## src/rtl/pulse_input_conditioner_pkg.sv

```systemverilog
// Shared types and constants for the pulse-mode input conditioner.
package pulse_input_conditioner_pkg;

  localparam int unsigned DEF_DB_CYCLES  = 1_000_000;
  localparam int unsigned DEF_GAP_CYCLES = 16;

  localparam int unsigned NUM_CH = 3;
  localparam int unsigned CH_X1  = 0;
  localparam int unsigned CH_X2  = 1;
  localparam int unsigned CH_X3  = 2;

  typedef enum logic [1:0] {
    IDLE = 2'd0,
    FIRE = 2'd1,
    LOCK = 2'd2
  } state_t;

  // True when exactly one bit of a channel vector is set.
  function automatic logic one_hot3(input logic [NUM_CH-1:0] v);
    return (v == 3'b001) || (v == 3'b010) || (v == 3'b100);
  endfunction

endpackage

```

## src/rtl/pulse_input_conditioner_if.sv

```systemverilog
// Raw switch inputs and conditioned pulse outputs of the input stage.
interface pulse_input_conditioner_if;
  logic s3;
  logic s2;
  logic s0;
  logic x1;
  logic x2;
  logic x3;
  logic busy;
  logic err;

  modport master (output s3, s2, s0, input x1, x2, x3, busy, err);
  modport slave  (input s3, s2, s0, output x1, x2, x3, busy, err);
endinterface

```

## src/rtl/pulse_input_conditioner_debounce_channel.sv

```systemverilog
// One input channel: 2-flop synchronizer, counting debouncer and
// a registered rising-edge request pulse aligned with the level flip.
module debounce_channel #(
  parameter int unsigned DB_CYCLES = 1_000_000
) (
  input  logic clk,
  input  logic rd,
  input  logic raw,
  output logic lvl,
  output logic req
);
  localparam int unsigned CW = (DB_CYCLES < 1) ? 1 : $clog2(DB_CYCLES + 1);

  logic          sync1;
  logic          sync2;
  logic [CW-1:0] cnt;

  always_ff @(posedge clk) begin
    if (!rd) begin
      sync1 <= 1'b0;
      sync2 <= 1'b0;
      lvl   <= 1'b0;
      req   <= 1'b0;
      cnt   <= '0;
    end else begin
      sync1 <= raw;
      sync2 <= sync1;
      req   <= 1'b0;
      if (sync2 == lvl) begin
        cnt <= '0;
      end else if (cnt == CW'(DB_CYCLES - 1)) begin
        // Counter would reach DB_CYCLES on this edge: accept the new level.
        lvl <= ~lvl;
        req <= ~lvl;
        cnt <= '0;
      end else begin
        cnt <= cnt + CW'(1);
      end
    end
  end

endmodule

```

## src/rtl/pulse_input_conditioner.sv

```systemverilog
// Conditions S3/S2/S0 into mutually exclusive one-cycle pulses x1/x2/x3,
// spacing pulses by a lockout gap and flagging dropped requests on err.
module pulse_input_conditioner
  import pulse_input_conditioner_pkg::*;
#(
  parameter int unsigned DB_CYCLES  = DEF_DB_CYCLES,
  parameter int unsigned GAP_CYCLES = DEF_GAP_CYCLES
) (
  input logic                       clk,
  input logic                       rd,
  pulse_input_conditioner_if.slave  bus
);
  localparam int unsigned GW = (GAP_CYCLES < 1) ? 1 : $clog2(GAP_CYCLES + 1);

  logic [NUM_CH-1:0] lvl;
  logic [NUM_CH-1:0] req;

  debounce_channel #(.DB_CYCLES(DB_CYCLES)) u_db_x1 (
    .clk(clk), .rd(rd), .raw(bus.s3), .lvl(lvl[CH_X1]), .req(req[CH_X1])
  );
  debounce_channel #(.DB_CYCLES(DB_CYCLES)) u_db_x2 (
    .clk(clk), .rd(rd), .raw(bus.s2), .lvl(lvl[CH_X2]), .req(req[CH_X2])
  );
  debounce_channel #(.DB_CYCLES(DB_CYCLES)) u_db_x3 (
    .clk(clk), .rd(rd), .raw(bus.s0), .lvl(lvl[CH_X3]), .req(req[CH_X3])
  );

  state_t            state;
  state_t            state_nx;
  logic [GW-1:0]     gap;
  logic [GW-1:0]     gap_nx;
  logic [NUM_CH-1:0] x_nx;
  logic              err_nx;
  logic [NUM_CH-1:0] x_q;
  logic              busy_q;
  logic              err_q;

  always_ff @(posedge clk) begin
    if (!rd) begin
      state  <= IDLE;
      gap    <= '0;
      x_q    <= '0;
      busy_q <= 1'b0;
      err_q  <= 1'b0;
    end else begin
      state  <= state_nx;
      gap    <= gap_nx;
      x_q    <= x_nx;
      busy_q <= (state_nx != IDLE);
      err_q  <= err_nx;
    end
  end

  // Arbiter: a lone request with every other channel released fires;
  // anything else that carries a request is dropped with err.
  always_comb begin
    state_nx = state;
    gap_nx   = gap;
    x_nx     = '0;
    err_nx   = 1'b0;
    case (state)
      IDLE: begin
        if (req != '0) begin
          if (one_hot3(req) && ((lvl & ~req) == '0)) begin
            x_nx     = req;
            state_nx = FIRE;
          end else begin
            err_nx = 1'b1;
          end
        end
      end
      FIRE: begin
        err_nx   = |req;
        gap_nx   = '0;
        state_nx = LOCK;
      end
      LOCK: begin
        err_nx = |req;
        if ((gap >= GW'(GAP_CYCLES)) && (lvl == '0)) begin
          state_nx = IDLE;
        end else if (gap < GW'(GAP_CYCLES)) begin
          gap_nx = gap + GW'(1);
        end
      end
      default: state_nx = IDLE;
    endcase
  end

  assign bus.x1   = x_q[CH_X1];
  assign bus.x2   = x_q[CH_X2];
  assign bus.x3   = x_q[CH_X3];
  assign bus.busy = busy_q;
  assign bus.err  = err_q;

endmodule

```

## src/flat_wrapper.sv

```systemverilog
// flat-port wrapper written by rule: the top's interface ports become plain ports
module pulse_input_conditioner_flat import pulse_input_conditioner_pkg::*;
#(
  parameter int unsigned DB_CYCLES  = DEF_DB_CYCLES,
  parameter int unsigned GAP_CYCLES = DEF_GAP_CYCLES
)
  (clk, rd, bus_s3, bus_s2, bus_s0, bus_x1, bus_x2, bus_x3, bus_busy, bus_err);
  pulse_input_conditioner_if bus_i ();
  input logic clk;
  input logic rd;
  input wire logic [$bits(bus_i.s3)-1:0] bus_s3;
  input wire logic [$bits(bus_i.s2)-1:0] bus_s2;
  input wire logic [$bits(bus_i.s0)-1:0] bus_s0;
  output wire logic [$bits(bus_i.x1)-1:0] bus_x1;
  output wire logic [$bits(bus_i.x2)-1:0] bus_x2;
  output wire logic [$bits(bus_i.x3)-1:0] bus_x3;
  output wire logic [$bits(bus_i.busy)-1:0] bus_busy;
  output wire logic [$bits(bus_i.err)-1:0] bus_err;
  assign bus_i.s3 = bus_s3;
  assign bus_i.s2 = bus_s2;
  assign bus_i.s0 = bus_s0;
  assign bus_x1 = bus_i.x1;
  assign bus_x2 = bus_i.x2;
  assign bus_x3 = bus_i.x3;
  assign bus_busy = bus_i.busy;
  assign bus_err = bus_i.err;
  pulse_input_conditioner #(.DB_CYCLES(DB_CYCLES), .GAP_CYCLES(GAP_CYCLES)) u_core (.clk(clk), .rd(rd), .bus(bus_i));
endmodule
```

## config.mk

```make
export PLATFORM = sky130hd
export DESIGN_NAME = pulse_input_conditioner_flat
export DESIGN_NICKNAME = d
export VERILOG_FILES = /design/src/rtl/pulse_input_conditioner_pkg.sv /design/src/rtl/pulse_input_conditioner_if.sv /design/src/rtl/pulse_input_conditioner_debounce_channel.sv /design/src/rtl/pulse_input_conditioner.sv /design/src/flat_wrapper.sv
export SDC_FILE = /design/constraint.sdc
export NUM_CORES = 1
export LEC_CHECK = 0
export ABC_AREA = 0
export ABC_CLOCK_PERIOD_IN_PS = 5600
export BUFFER_PORTS_ARGS = -buffer_cell sky130_fd_sc_hd__buf_2
export CAP_MARGIN = 20
export CORE_ASPECT_RATIO = 0.5
export CORE_MARGIN = 5
export CORE_UTILIZATION = 55
export DETAILED_ROUTE_END_ITERATION = 12
export GPL_TIMING_DRIVEN = 0
export HOLD_SLACK_MARGIN = 0.05
export PLACE_DENSITY = 0.79
export REMOVE_ABC_BUFFERS = 1
export SYNTH_ARGS = -nofsm -noshare
export SYNTH_HDL_FRONTEND = slang
export SYNTH_SLANG_ARGS = --single-unit
```

## constraint.sdc

```tcl
create_clock -name clk -period 5.6 [get_ports clk]
set_clock_uncertainty 0.05 [all_clocks]
set_input_delay 0 -clock clk [delete_from_list [all_inputs] [get_ports clk]]
set_output_delay 0 -clock clk [all_outputs]
set_load 0.01 [all_outputs]
```

==> results.json <==
{
  "first_iter_violations": 189,
  "crit_path_start_kind": "flip-flop",
  "cts_made_buffers": 9,
  "viasPerCell": 5.53,
  "synth_top_area_share_pct": 44.7,
  "cp_top_family": "simple AND/OR/NAND/NOR gates",
  "dieArea_sq_um": 8700,
  "end_kind": "flip-flop",
  "fin_setup_tns_ns": 0,
  "yosysSeqAreaShare_pct": 44.7,
  "period_share_pct": 43.5,
  "finalHoldViolations": 0,
  "path_buf_inv": 0,
  "clockBufferDepth": 2,
  "n_antenna_cell": 0,
  "crit_top_cell": "or4_1",
  "place_area_sq_um": 3880,
  "synth-edff-count": 0,
  "cts.sink_count": 84,
  "rows": 21,
  "max_freq_ghz": 0.411,
  "cp.required_ns": 5.74,
  "fp.dieW_um": 127,
  "gr-total-overflow": 0,
  "vias": 2988,
  "synth_common_cells": "84 x dfxtp_1, 57 x nor2_1, 25 x nand2_1",
  "max-cap-violations": 0,
  "hpwlAfterDp_mm": 4.62,
  "synth.largest_area_cell": "dfxtp_1",
  "drcViolationCount": 0,
  "cpPeakStageDelay_ns": 0.69,
  "criticalPathCategory": "flip-flop to flip-flop",
  "syn_area_per_cell_sq_um": 8.80,
  "postCtsSetupRepairBufs": 0,
  "final-setup-viol-count": 0,
  "drtPass1Iterations": 4,
  "totalWireLength_mm": 7.18,
  "grt_pass1_vias": 2789,
  "slowest_stage": "o211ai_2",
  "path_clk_slew_ns": 0.06,
  "hold_path.class": "flip-flop to flip-flop",
  "syn2layout_area_growth_pct": 13.9,
  "fin_area_sq_um": 4290,
  "cp_max_fo": 20,
  "h-tree-depth": 3,
  "rr_startpoint": "u_core.u_db_x3.cnt[15]",
  "synth_seq_cells": 84,
  "maxSlewHeadroom_pct": 43.5,
  "detail_route.wl_per_cell_um": 13.3,
  "io_buffers": 9,
  "globalplace.congestion": 0.833,
  "clockRootBuffer": "clkbuf_16",
  "ys_top_cells_by_area": "dfxtp_1 45%, nor2_1 5.7%, xor2_1 5.4%",
  "cp_data_arrival_time_ns": 2.57,
  "crit_chain": "or4_1 -> or4_1 -> o211ai_2 -> nor2_1",
  "async_flop_share_pct": 0,
  "fin_crit_ns": 2.44,
  "drive_above_1_share_pct": 7.37,
  "hold_start": "u_core.u_db_x1.sync1",
  "maxSlewViolCount": 0,
  "startpoint": "u_core.u_db_x3.cnt[15]",
  "worstSkewPairLatency_ns": 0.34,
  "start_util_pct": 56.4,
  "worst_slew_pin_slew_ns": 0.845,
  "synth.most_common_cell": "dfxtp_1",
  "io_pins": 10,
  "grt_setup_unrepaired": "no",
  "powerDensity_nw_per_um2": 301,
  "grt_max_degree": 21,
  "synth_cell_types": 45,
  "grt_usage_pct": 18.1,
  "synthFlopType": "dfxtp_1",
  "outcome": "finished clean",
  "antenna_left": 0,
  "max-vdd-ir-drop_mv": 0.177,
  "syn_area_sq_um": 3760,
  "fillers": 570,
  "power_mw": 1.29,
  "grt_pass1_wl_mm": 12.7,
  "dieHeight_um": 68.5,
  "nNetsFinal": 458,
  "core_sq_um": 6670,
  "ys_warn_count": 0,
  "antenna_found_initial": 0,
  "cts_tree": "yes",
  "netlist_instances": 428,
  "p_leak_nw": 1.45
}
-- cell families after synthesis --
group	after synthesis	share of synthesized area, %
AND/OR/NAND/NOR	204	29.6
flip-flops	84	44.7
AO/OA/AOI/OAI	57	9.07
XOR/XNOR	42	9.77
buffers and inverters	31	3.66
adder cells (fa/ha/maj)	9	2.99
multiplexers	1	0.266
-- layout by cell type (no fill, tap or decap), drive strengths merged, types with 2 or more instances in the layout --
cell and n:
nor2 57, or3 10, nor3 6, nor3b 4
o31ai 7, nand4b 2, and2 10, xor2 23
nor4b 2, nor4 11, nand3 25, a21oi 23
o211ai 3, ha 9, buf 11, nand2 25
xnor2 19, and3 12, nor2b 3, dfxtp 84
inv 18, dlygate4sd3 7, clkbuf 11, o21a 3
and4 4, nand4 20, o21ai 15, or4 9
bufinv 3
-- repair_timing --
item,4_1_cts,5_1_grt
gates resized for setup,0,0
endpoints found under the hold margin,12,0
hold buffers,7,0
-- path summary, 6_finish.rpt --
kind                      endpoint  slack (ns)  depth (start not counted)
max reg2reg  u_core.u_db_x3.cnt[2]        3.16                          4
min reg2reg   u_core.u_db_x1.sync2        0.39                          1
max          u_core.u_db_x3.cnt[2]        3.16                          4
min           u_core.u_db_x1.sync2        0.39                          1
-- area by class of cell --
class,instances,area (sq um),area share [%]
Clock buffer,11,243,5.66
Clock inverter,4,97.6,2.28
Inverter,18,67.6,1.58
Multi-Input combinational cell,313,1950,45.4
Sequential cell,84,1680,39.2
Tap cell,92,115,2.68
Timing Repair Buffer,18,138,3.21
-- registers in the layout (all words and copies together), names as in the netlist, 2 cells and up --
signal / count
u_core.u_db_x2.cnt: 20
u_core.u_db_x1.cnt: 20
u_core.u_db_x3.cnt: 20
u_core.x_q: 3
u_core.gap: 5
u_core.state: 2
-- metal layers --
layer / vias to the layer above / global-route usage [%] / wire, um / share of wire, %
li1: 1548 / - / - / -
met1: 1391 / 22.6 / 3390 / 47
met4: 0 / 4.81 / 79 / 1.1
met3: 7 / 7.15 / 282 / 3.9
met2: 42 / 29.9 / 3430 / 48
met5: - / 0 / 0 / 0
-- report_power, final --
| group | internal [mW] | total, mW | switching [mW] |
|---|---|---|---|
| Sequential | 0.600 | 0.602 | 0.00172 |
| Clock | 0.445 | 0.674 | 0.228 |
| Combinational | 0.00730 | 0.0165 | 0.00916 |
-- per-stage QoR --
step / cells / util [%] / setup slack, ns / hold WS [ns]
6_report: 540 / 64.2 / 3.16 / 0.393
5_1_grt: 540 / 64.2 / 3.04 / 0.421
4_1_cts: 540 / 64.2 / 3.15 / 0.395
3_5_place_dp: 518 / 58.1 / 3.16 / 0.165
3_3_place_gp: 516 / 57.8 / 3.08 / 0.160
2_1_floorplan: 415 / - / 3.50 / 0.0677
Note: power is estimated with default switching activity, not from simulation.
